### config.mk
export PLATFORM = sky130hd
export DESIGN_NAME = issueq_select_rr
export DESIGN_NICKNAME = d
export VERILOG_FILES = /design/src/rtl/issueq_pkg.sv /design/src/rtl/issueq_prio_pick.sv /design/src/rtl/issueq_select_rr.sv
export SDC_FILE = /design/constraint.sdc
export NUM_CORES = 1
export LEC_CHECK = 0
export ABC_CLOCK_PERIOD_IN_PS = 5140
export CAP_MARGIN = 15
export CORE_ASPECT_RATIO = 0.75
export CORE_MARGIN = 4
export CORE_UTILIZATION = 34
export CTS_CLUSTER_SIZE = 24
export DETAILED_ROUTE_END_ITERATION = 16
export GPL_ROUTABILITY_DRIVEN = 0
export PLACE_DENSITY = 0.57
export SYNTH_ARGS = -nofsm -noshare
export SYNTH_HDL_FRONTEND = slang
export SYNTH_SLANG_ARGS = --single-unit
export TNS_END_PERCENT = 100
### constraint.sdc
create_clock -name clk -period 5.14 [get_ports clk]
set_clock_uncertainty 0.15 [all_clocks]
set_input_delay 1.028 -clock clk [delete_from_list [all_inputs] [get_ports clk]]
set_output_delay 1.028 -clock clk [all_outputs]
set_load 0.01 [all_outputs]
### src/rtl/issueq_pkg.sv
// Shared definitions for the issue-queue select: default sizes, clog2 and the grant-slot record.
package issueq_pkg;

  localparam int NUM_ENTRIES_DEF = 32;
  localparam int ENTRY_LOG_DEF   = 5;
  localparam int MAX_ENTRY_LOG   = 16;

  typedef struct packed {
    logic                     valid;
    logic [MAX_ENTRY_LOG-1:0] entry;
  } grant_slot_t;

  function automatic int clog2(input int value);
    int r;
    int v;
    r = 0;
    v = value - 1;
    while (v > 0) begin
      r++;
      v = v >> 1;
    end
    return r;
  endfunction

endpackage

### src/rtl/issueq_prio_pick.sv
// Single lowest-index-first pick over a request vector, built from BW-wide leaves
// whose local one-hots are gated by a second-level block grant.
module issueq_prio_pick #(
  parameter int N   = 32,
  parameter int LOG = 5,
  parameter int BW  = 8
) (
  input  logic [N-1:0]   req_i,
  output logic [N-1:0]   onehot_o,
  output logic [LOG-1:0] enc_o,
  output logic           any_o
);

  localparam int NB = N / BW;

  logic [NB-1:0] blk_any;
  logic [NB-1:0] blk_gnt;

  genvar gi;
  generate
    for (gi = 0; gi < NB; gi++) begin : g_leaf
      logic [BW-1:0] leaf_req;
      logic [BW-1:0] leaf_oh;
      assign leaf_req = req_i[gi*BW +: BW];
      // x & -x isolates the lowest set bit
      assign leaf_oh  = leaf_req & (~leaf_req + BW'(1));
      assign blk_any[gi] = |leaf_req;
      assign onehot_o[gi*BW +: BW] = leaf_oh & {BW{blk_gnt[gi]}};
    end
  endgenerate

  assign blk_gnt = blk_any & (~blk_any + NB'(1));
  assign any_o   = |blk_any;

  always_comb begin
    enc_o = '0;
    for (int i = 0; i < N; i++) begin
      if (onehot_o[i]) enc_o = enc_o | LOG'(i);
    end
  end

endmodule

### src/rtl/issueq_select_rr.sv
// Multi-grant issue-queue select with rotating priority start (ptr) and registered grants.
module issueq_select_rr
  import issueq_pkg::*;
#(
  parameter int NUM_ENTRIES = NUM_ENTRIES_DEF,
  parameter int ENTRY_LOG   = clog2(NUM_ENTRIES),
  parameter int NUM_GRANTS  = 2,
  parameter int BLOCK_WIDTH = 8,
  parameter int RR_EN       = 1
) (
  input  logic                            clk,
  input  logic                            reset,
  input  logic [NUM_ENTRIES-1:0]          requestVector_i,
  input  logic                            enable_i,
  input  logic                            flush_i,
  output logic [NUM_GRANTS-1:0]           grantedValid_o,
  output logic [NUM_GRANTS*ENTRY_LOG-1:0] grantedEntry_o,
  output logic [NUM_ENTRIES-1:0]          grantedVector_o
);

  logic [ENTRY_LOG-1:0]            ptr_q, ptr_d;
  logic [NUM_GRANTS-1:0]           valid_q, valid_d;
  logic [NUM_GRANTS*ENTRY_LOG-1:0] entry_q, entry_d;
  logic [NUM_ENTRIES-1:0]          vector_q, vector_d;

  logic [NUM_ENTRIES-1:0]                  therm;
  logic [NUM_GRANTS-1:0][NUM_ENTRIES-1:0]  remain;
  logic [NUM_GRANTS-1:0][NUM_ENTRIES-1:0]  pick_oh;
  grant_slot_t [NUM_GRANTS-1:0]            pick;

  always_comb begin
    therm = '0;
    for (int i = 0; i < NUM_ENTRIES; i++) begin
      therm[i] = (i >= int'(ptr_q));
    end
  end

  assign remain[0] = requestVector_i;

  // Each slot searches [ptr, top] first and falls back to the whole vector, so
  // picks walk the circular order without an explicit rotator.
  genvar gi;
  generate
    for (gi = 0; gi < NUM_GRANTS; gi++) begin : g_slot
      logic [NUM_ENTRIES-1:0] m_oh, u_oh;
      logic [ENTRY_LOG-1:0]   m_enc, u_enc;
      logic                   m_any, u_any;

      issueq_prio_pick #(.N(NUM_ENTRIES), .LOG(ENTRY_LOG), .BW(BLOCK_WIDTH)) u_masked (
        .req_i    (remain[gi] & therm),
        .onehot_o (m_oh),
        .enc_o    (m_enc),
        .any_o    (m_any)
      );

      issueq_prio_pick #(.N(NUM_ENTRIES), .LOG(ENTRY_LOG), .BW(BLOCK_WIDTH)) u_unmasked (
        .req_i    (remain[gi]),
        .onehot_o (u_oh),
        .enc_o    (u_enc),
        .any_o    (u_any)
      );

      assign pick_oh[gi]     = m_any ? m_oh : u_oh;
      assign pick[gi].valid  = m_any | u_any;
      assign pick[gi].entry  = MAX_ENTRY_LOG'(m_any ? m_enc : u_enc);

      if (gi < NUM_GRANTS - 1) begin : g_next
        assign remain[gi+1] = remain[gi] & ~pick_oh[gi];
      end

      if (ENTRY_LOG < MAX_ENTRY_LOG) begin : g_hi
        logic unused_entry_hi;
        assign unused_entry_hi = |pick[gi].entry[MAX_ENTRY_LOG-1:ENTRY_LOG];
      end
    end
  endgenerate

  always_comb begin
    valid_d  = '0;
    entry_d  = '0;
    vector_d = '0;
    ptr_d    = ptr_q;
    if (flush_i) begin
      ptr_d = '0;
    end else if (enable_i) begin
      for (int g = 0; g < NUM_GRANTS; g++) begin
        if (pick[g].valid) begin
          valid_d[g]                        = 1'b1;
          entry_d[g*ENTRY_LOG +: ENTRY_LOG] = pick[g].entry[ENTRY_LOG-1:0];
          vector_d                          = vector_d | pick_oh[g];
          // last valid slot wins, giving highest-slot entry + 1
          if (RR_EN != 0) ptr_d = pick[g].entry[ENTRY_LOG-1:0] + ENTRY_LOG'(1);
        end
      end
    end
  end

  always_ff @(posedge clk or negedge reset) begin
    if (!reset) begin
      ptr_q    <= '0;
      valid_q  <= '0;
      entry_q  <= '0;
      vector_q <= '0;
    end else begin
      ptr_q    <= ptr_d;
      valid_q  <= valid_d;
      entry_q  <= entry_d;
      vector_q <= vector_d;
    end
  end

  assign grantedValid_o  = valid_q;
  assign grantedEntry_o  = entry_q;
  assign grantedVector_o = vector_q;

endmodule

# Word level (Yosys, flattened, before mapping)
# Index checks and enable logic that the tools add are counted.
[op_classes] n_mux=170 n_bitwise=63 n_lt_le_gt_ge=31 n_addsub=22 reduce_logical=23
[op_table] cell="two-way mux 5 bit" n=87
[op_table] cell="two-way mux 32 bit" n=11
[op_table] cell="bitwise AND 8 bit" n=32
[op_table] cell="adder 8 x 1 -> 8 bit (second input constant)" n=16
[op_table] cell="two-way mux 4 bit" n=32
[op_table] cell="NOT 8 bit" n=16
[op_table] cell="OR reduction 32 bit" n=4
[op_table] cell="OR reduction 8 bit" n=16
[op_table] cell="bitwise AND 32 bit" n=3
[op_table] cell=">= comparator 5 bit (first input constant)" n=15
[op_table] cell="two-way mux 3 bit" n=16
[op_table] cell=">= comparator 4 x 5 -> 1 bit (first input constant)" n=8
[op_table] cell="NOT 32 bit" n=1
[op_table] cell="bitwise OR 32 bit" n=1
[op_table] cell="two-way mux 10 bit" n=3
[op_table] cell="two-way mux 2 bit" n=11
[op_table] cell=">= comparator 3 x 5 -> 1 bit (first input constant)" n=4
[op_table] cell="adder 4 x 1 -> 4 bit (second input constant)" n=4
[op_table] cell="bitwise AND 4 bit" n=4
[op_table] cell="NOT 4 bit" n=4
[op_table] cell="adder 5 x 1 -> 5 bit (second input constant)" n=2
[op_table] cell=">= comparator 1 x 5 -> 1 bit (first input constant)" n=2
[op_table] cell=">= comparator 2 x 5 -> 1 bit (first input constant)" n=2
[op_table] cell="two-way mux 1 bit" n=10
[op_table] cell="4 further kinds" n=5
[word_totals] elab_cells=313 out_inout_bits=44 in_bits=36 reg_bits=49

# Logic depth before layout (Yosys ltp)
[logic_depth] word_depth=58 depth_mapped=21 depth_no_buf=15

# Cells and area by module
# A second synthesis with hierarchy kept.
[hier_totals] cells_unflattened=839 hier_area_um2=6082.1
[by_module_without_submodules] mod="issueq_select_rr" cells_each=415 seq_area_each_um2=1226.2 instances=1 area_each_um2=3334.4
[by_module_without_submodules] mod="issueq_prio_pick" cells_each=106 seq_area_each_um2=0.0 instances=4 area_each_um2=686.9

# Worst setup path after synthesis
# OpenSTA, ideal clock, no wires.
[synth_timing] kind="input to register" start="input port requestVector_i[8]" end="register ptr_q[4]" arrival_time_ns=4.669 slack_ns=0.189 setup_time_ns=0.132 cell_stages=16 n_path_buf=1 path_cell_list="buf_2 or4_1 nor4_2 nand3_1 a31oi_1 nor2_1 o311ai_2 nand3_1 a211oi_1 o311ai_1 o41a_1 or2_1 ha_1 o211ai_1 xor2_1 o21ai_1"
[synth_between] elab_chain_len=53 elab_cells_between_ends=208 cone_classes="add/sub (16); mux (128); bitwise (48); reduce/logical (16)"
[synth_rtl] element="start: declaration" line="issueq_select_rr.sv:13" text="input logic [NUM_ENTRIES-1:0] requestVector_i,"
[synth_rtl] element="bitwise AND 32 bit" line="issueq_select_rr.sv:50" text=".req_i (remain[gi] & therm),"
[synth_rtl] element="OR reduction 32 bit" line="issueq_prio_pick.sv:33" text="assign any_o = |blk_any;"
[synth_rtl] element="two-way mux 32 bit" line="issueq_select_rr.sv:63" text="assign pick_oh[gi] = m_any ? m_oh : u_oh;"
[synth_rtl] element="NOT 32 bit" line="issueq_select_rr.sv:68" text="assign remain[gi+1] = remain[gi] & ~pick_oh[gi];"
[synth_rtl] element="bitwise AND 32 bit" line="issueq_select_rr.sv:68"
[synth_rtl] element="bitwise AND 32 bit" line="issueq_select_rr.sv:50"
[synth_rtl] element="OR reduction 8 bit" line="issueq_prio_pick.sv:27" text="assign blk_any[gi] = |leaf_req;"
[synth_rtl] element="NOT 4 bit" line="issueq_prio_pick.sv:32" text="assign blk_gnt = blk_any & (~blk_any + NB'(1));"
[synth_rtl] element="[... 36 more ...]"
[synth_rtl] element="two-way mux 5 bit" line="issueq_select_rr.sv:87" text="if (pick[g].valid) begin"
[synth_rtl] element="two-way mux 5 bit" line="issueq_select_rr.sv:85" text="end else if (enable_i) begin"
[synth_rtl] element="two-way mux 5 bit" line="issueq_select_rr.sv:83" text="if (flush_i) begin"
[synth_rtl] element="two-way mux 5 bit" line="issueq_select_rr.sv:87"
[synth_rtl] element="two-way mux 5 bit" line="issueq_select_rr.sv:85"
[synth_rtl] element="two-way mux 5 bit" line="issueq_select_rr.sv:83"
[synth_rtl] element="two-way mux 5 bit" line="issueq_select_rr.sv:85"
[synth_rtl] element="two-way mux 5 bit (2 in a row)" line="issueq_select_rr.sv:83"
[synth_rtl] element="end signal: assignment" line="issueq_select_rr.sv:105" text="ptr_q <= ptr_d;"
[synth_rtl] element="end: declaration" line="issueq_select_rr.sv:21" text="logic [ENTRY_LOG-1:0] ptr_q, ptr_d;"
# Parallel ways exist; a longest one is shown, timed or not. The select of a mux whose other input is x is not followed.
# A chain may end at the register's enable or synchronous reset.

# Worst setup path in the final report
[layout_timing] start="input port requestVector_i[11]" end="register ptr_q[4]"
# Same word-level chain as after synthesis.

==> impl_metrics.ini <==
[run_status]
status = complete, no violations

[flow_run]
drv_cap = 0

[final_layout]
nets = 1368
drive_gt1_frac = 0.393
fillCellCount = 1803
areaGrowthSynthToFinish_pct = 65.2
multi_input_area_sq_mm = 0.00549
seq_area_sq_mm = 0.00123

[pwr]
p_leak_nw = 4.67
power.total_w = 0.00276
peakVddDrop_mv = 0.163
power_density_mw_per_mm2 = 248

[detailed_routing]
ant_nets = 0
drt-pass1-iter-count = 9
dr.first_iter.drc_count = 2161
routed_via_density = 6.58
wl_microns = 38900
drc = 0
num_vias = 10400
detail_route.wl_per_cell_microns = 24.5

[clock_network]
cts_tree = built
root_buffer = clkbuf_16
clkSinkCount = 49
numCtsBuffers = 5
ctsHtreeMaxLevel = 2
path_clk_slew_ns = 0.07
cts_hold_buf = 0
clkLatencyLatePin_ns = 0.30
clk_path_buf_depth = 2

[logic_synthesis]
synth_area_leaders = dfrtp_1 (18%), nor2_1 (5.0%), nand2_1 (4.9%), a21oi_1 (4.0%), nand3_1 (3.5%)
synth_area_sq_mm = 0.00673
syn_inst = 926
synth_top_area_frac = 0.182
ys_async_sr_fraction = 1.00
yosys_most_used_dff = dfrtp_1
synth-seq-cells = 49
synth_edf_count = 0
synth_area_per_cell_sq_um = 7.27
synth-seq-area-share = 0.182
syn_nets = 963
synth.distinct_cells = 105
yosysMostFrequentCell = nor2_1
ys_warn_count = 0
yosysTopAreaCell = dfrtp_1
yosys-top-cells-count = nor2_1 (90), nand2_1 (88), a21oi_1 (54)

[global_routing]
grt_overflow = 0
grt_max_degree = 50
grt_pass1_wl_microns = 56800
first_global_vias = 9638
grt_use_total = 0.332
antenna_found_initial = 1

[critical_path]
crit_type = in -> reg
crit_arrival_ns = 5.21
endpoint_kind = register
worstRegToRegCells = 20
cp_max_fo = 3
startpoint_type = input port
required_ns = 5.22

[sta]
slew_headroom = 0.481
worst_slack_ns = 0.0152
setup_viol_count_final = 0
tightestPinTransition_ns = 0.770
maxSlewViolCount = 0
clock.fmax_mhz = 195
period_needed_ns = 5.12
hold_viol_final = 0
fin_crit_sh = 0.997

[floorplan]
die_w_microns = 170
start_util = 0.347
die_area_sq_mm = 0.0221
io_pins = 80
die_h_microns = 130
num_rows = 44
core_area_sq_mm = 0.0194

[hold_path]
holdCritPathClass = reg -> reg
hold_depth = 2

[place]
numPortBuffers = 79
dpl_worst_slack_ns = -0.404
dpl.hpwl_microns = 30700
[layout make-up]
class	instances	share of cell area
Antenna cell	1	0.000225
Clock buffer	6	0.0125
Clock inverter	2	0.00146
Inverter	16	0.00540
Multi-Input combinational cell	792	0.494
Sequential cell	49	0.110
Tap cell	253	0.0285
Timing Repair Buffer	467	0.348
[per-layer routing]
layer / track usage / vias to the layer above / routed length, microns / share of wire
li1: - / 4445 / - / -
met1: 0.466 / 4755 / 15300 / 0.39
met2: 0.462 / 1010 / 14700 / 0.38
met3: 0.126 / 225 / 6670 / 0.17
met4: 0.119 / 0 / 2180 / 0.056
met5: 0 / - / 0 / 0
[registers in the layout (all words and copies together), names as in the netlist]
register,count
ptr_q,5
grantedValid_o,2
grantedVector_o,32
grantedEntry_o,10
[timing repair]
| item | 4_1_cts | 5_1_grt |
|---|---|---|
| gates cloned | 0 | 0 |
| pin swaps | 5 | 38 |
| buffers inserted | 3 | 13 |
| resized for setup | 15 | 77 |
| endpoints found under the setup margin | 4 | 14 |
[final timing paths]
check / slack [ns] / to / startpoint
max in group asynchronous: 3.72 / grantedVector_o[11] / reset
worst min-delay path: 0.49 / ptr_q[4] / ptr_q[4]
worst min register to register: 0.49 / ptr_q[4] / ptr_q[4]
worst max-delay path: 0.02 / ptr_q[4] / requestVector_i[11]
worst max register to register: 0.35 / ptr_q[4] / ptr_q[4]
min in group asynchronous: 0.65 / grantedVector_o[26] / reset
[cell usage in the layout, fill, tap and decap left out, types with 12 or more instances in the layout]
cell type        count
a21oi_1             52
a31oi_1             26
and2_1              14
and3_1              12
buf_4              374
clkdlybuf4s50_1     66
dfrtp_1             49
dlymetal6s2s_1      12
inv_1               16
nand2_1             86
nand3_1             44
nand4_1             22
nor2_1              88
nor2b_1             16
nor3_1              39
o211ai_1            13
o21ai_0             40
o22ai_1             28
[through the flow]
| stage | cells | instance area, sq um | util | setup TNS (ns) | hold WS, ns |
|---|---|---|---|---|---|
| global route | 1586 | 11100 | 0.574 | -0.0613 | 0.522 |
| detailed placement | 1561 | 10400 | 0.536 | -2.76 | 0.475 |
| global placement | 1561 | 10400 | 0.536 | -3.40 | 0.431 |
| floorplan | 926 | 6730 | - | 0 | 0.582 |
| finish | 1586 | 11100 | 0.574 | 0 | 0.487 |
| CTS | 1572 | 10600 | 0.548 | -0.00169 | 0.488 |
[power breakdown]
group	switching (W)	total (W)	internal [W]
sequential	0.0000238	0.000445	0.000421
combinational	0.00111	0.00196	0.000849
clock	0.000163	0.000359	0.000196
[worst max-delay path: stages]
cell and delay, ns:
dlymetal6s2s_1 0.13, buf_4 0.14, or4_4 0.59, buf_4 0.18, nor4_4 0.29, buf_4 0.16
buf_4 0.10, nand4_1 0.11, o211a_4 0.29, nand4b_1 0.32, buf_4 0.24, nor4_4 0.33
nand4_1 0.20, o311ai_2 0.12, buf_4 0.16, o32a_2 0.13, or2_4 0.12, ha_2 0.17
o211ai_1 0.10, xor2_1 0.17, o21ai_1 0.13
[cell families (layout without fill, tap and decap cells)]
logic type	Yosys count	in the layout	synth area share
flip-flops	49	49	0.182
XOR/XNOR	8	8	0.0104
multiplexers	2	2	0.00372
AO/OA/AOI/OAI	329	329	0.359
buffers and inverters	85	491	0.0632
other	0	1	0
AND/OR/NAND/NOR	449	449	0.376
adder cells (fa/ha/maj)	4	4	0.00632
Note: power is estimated with default switching activity, not from simulation.
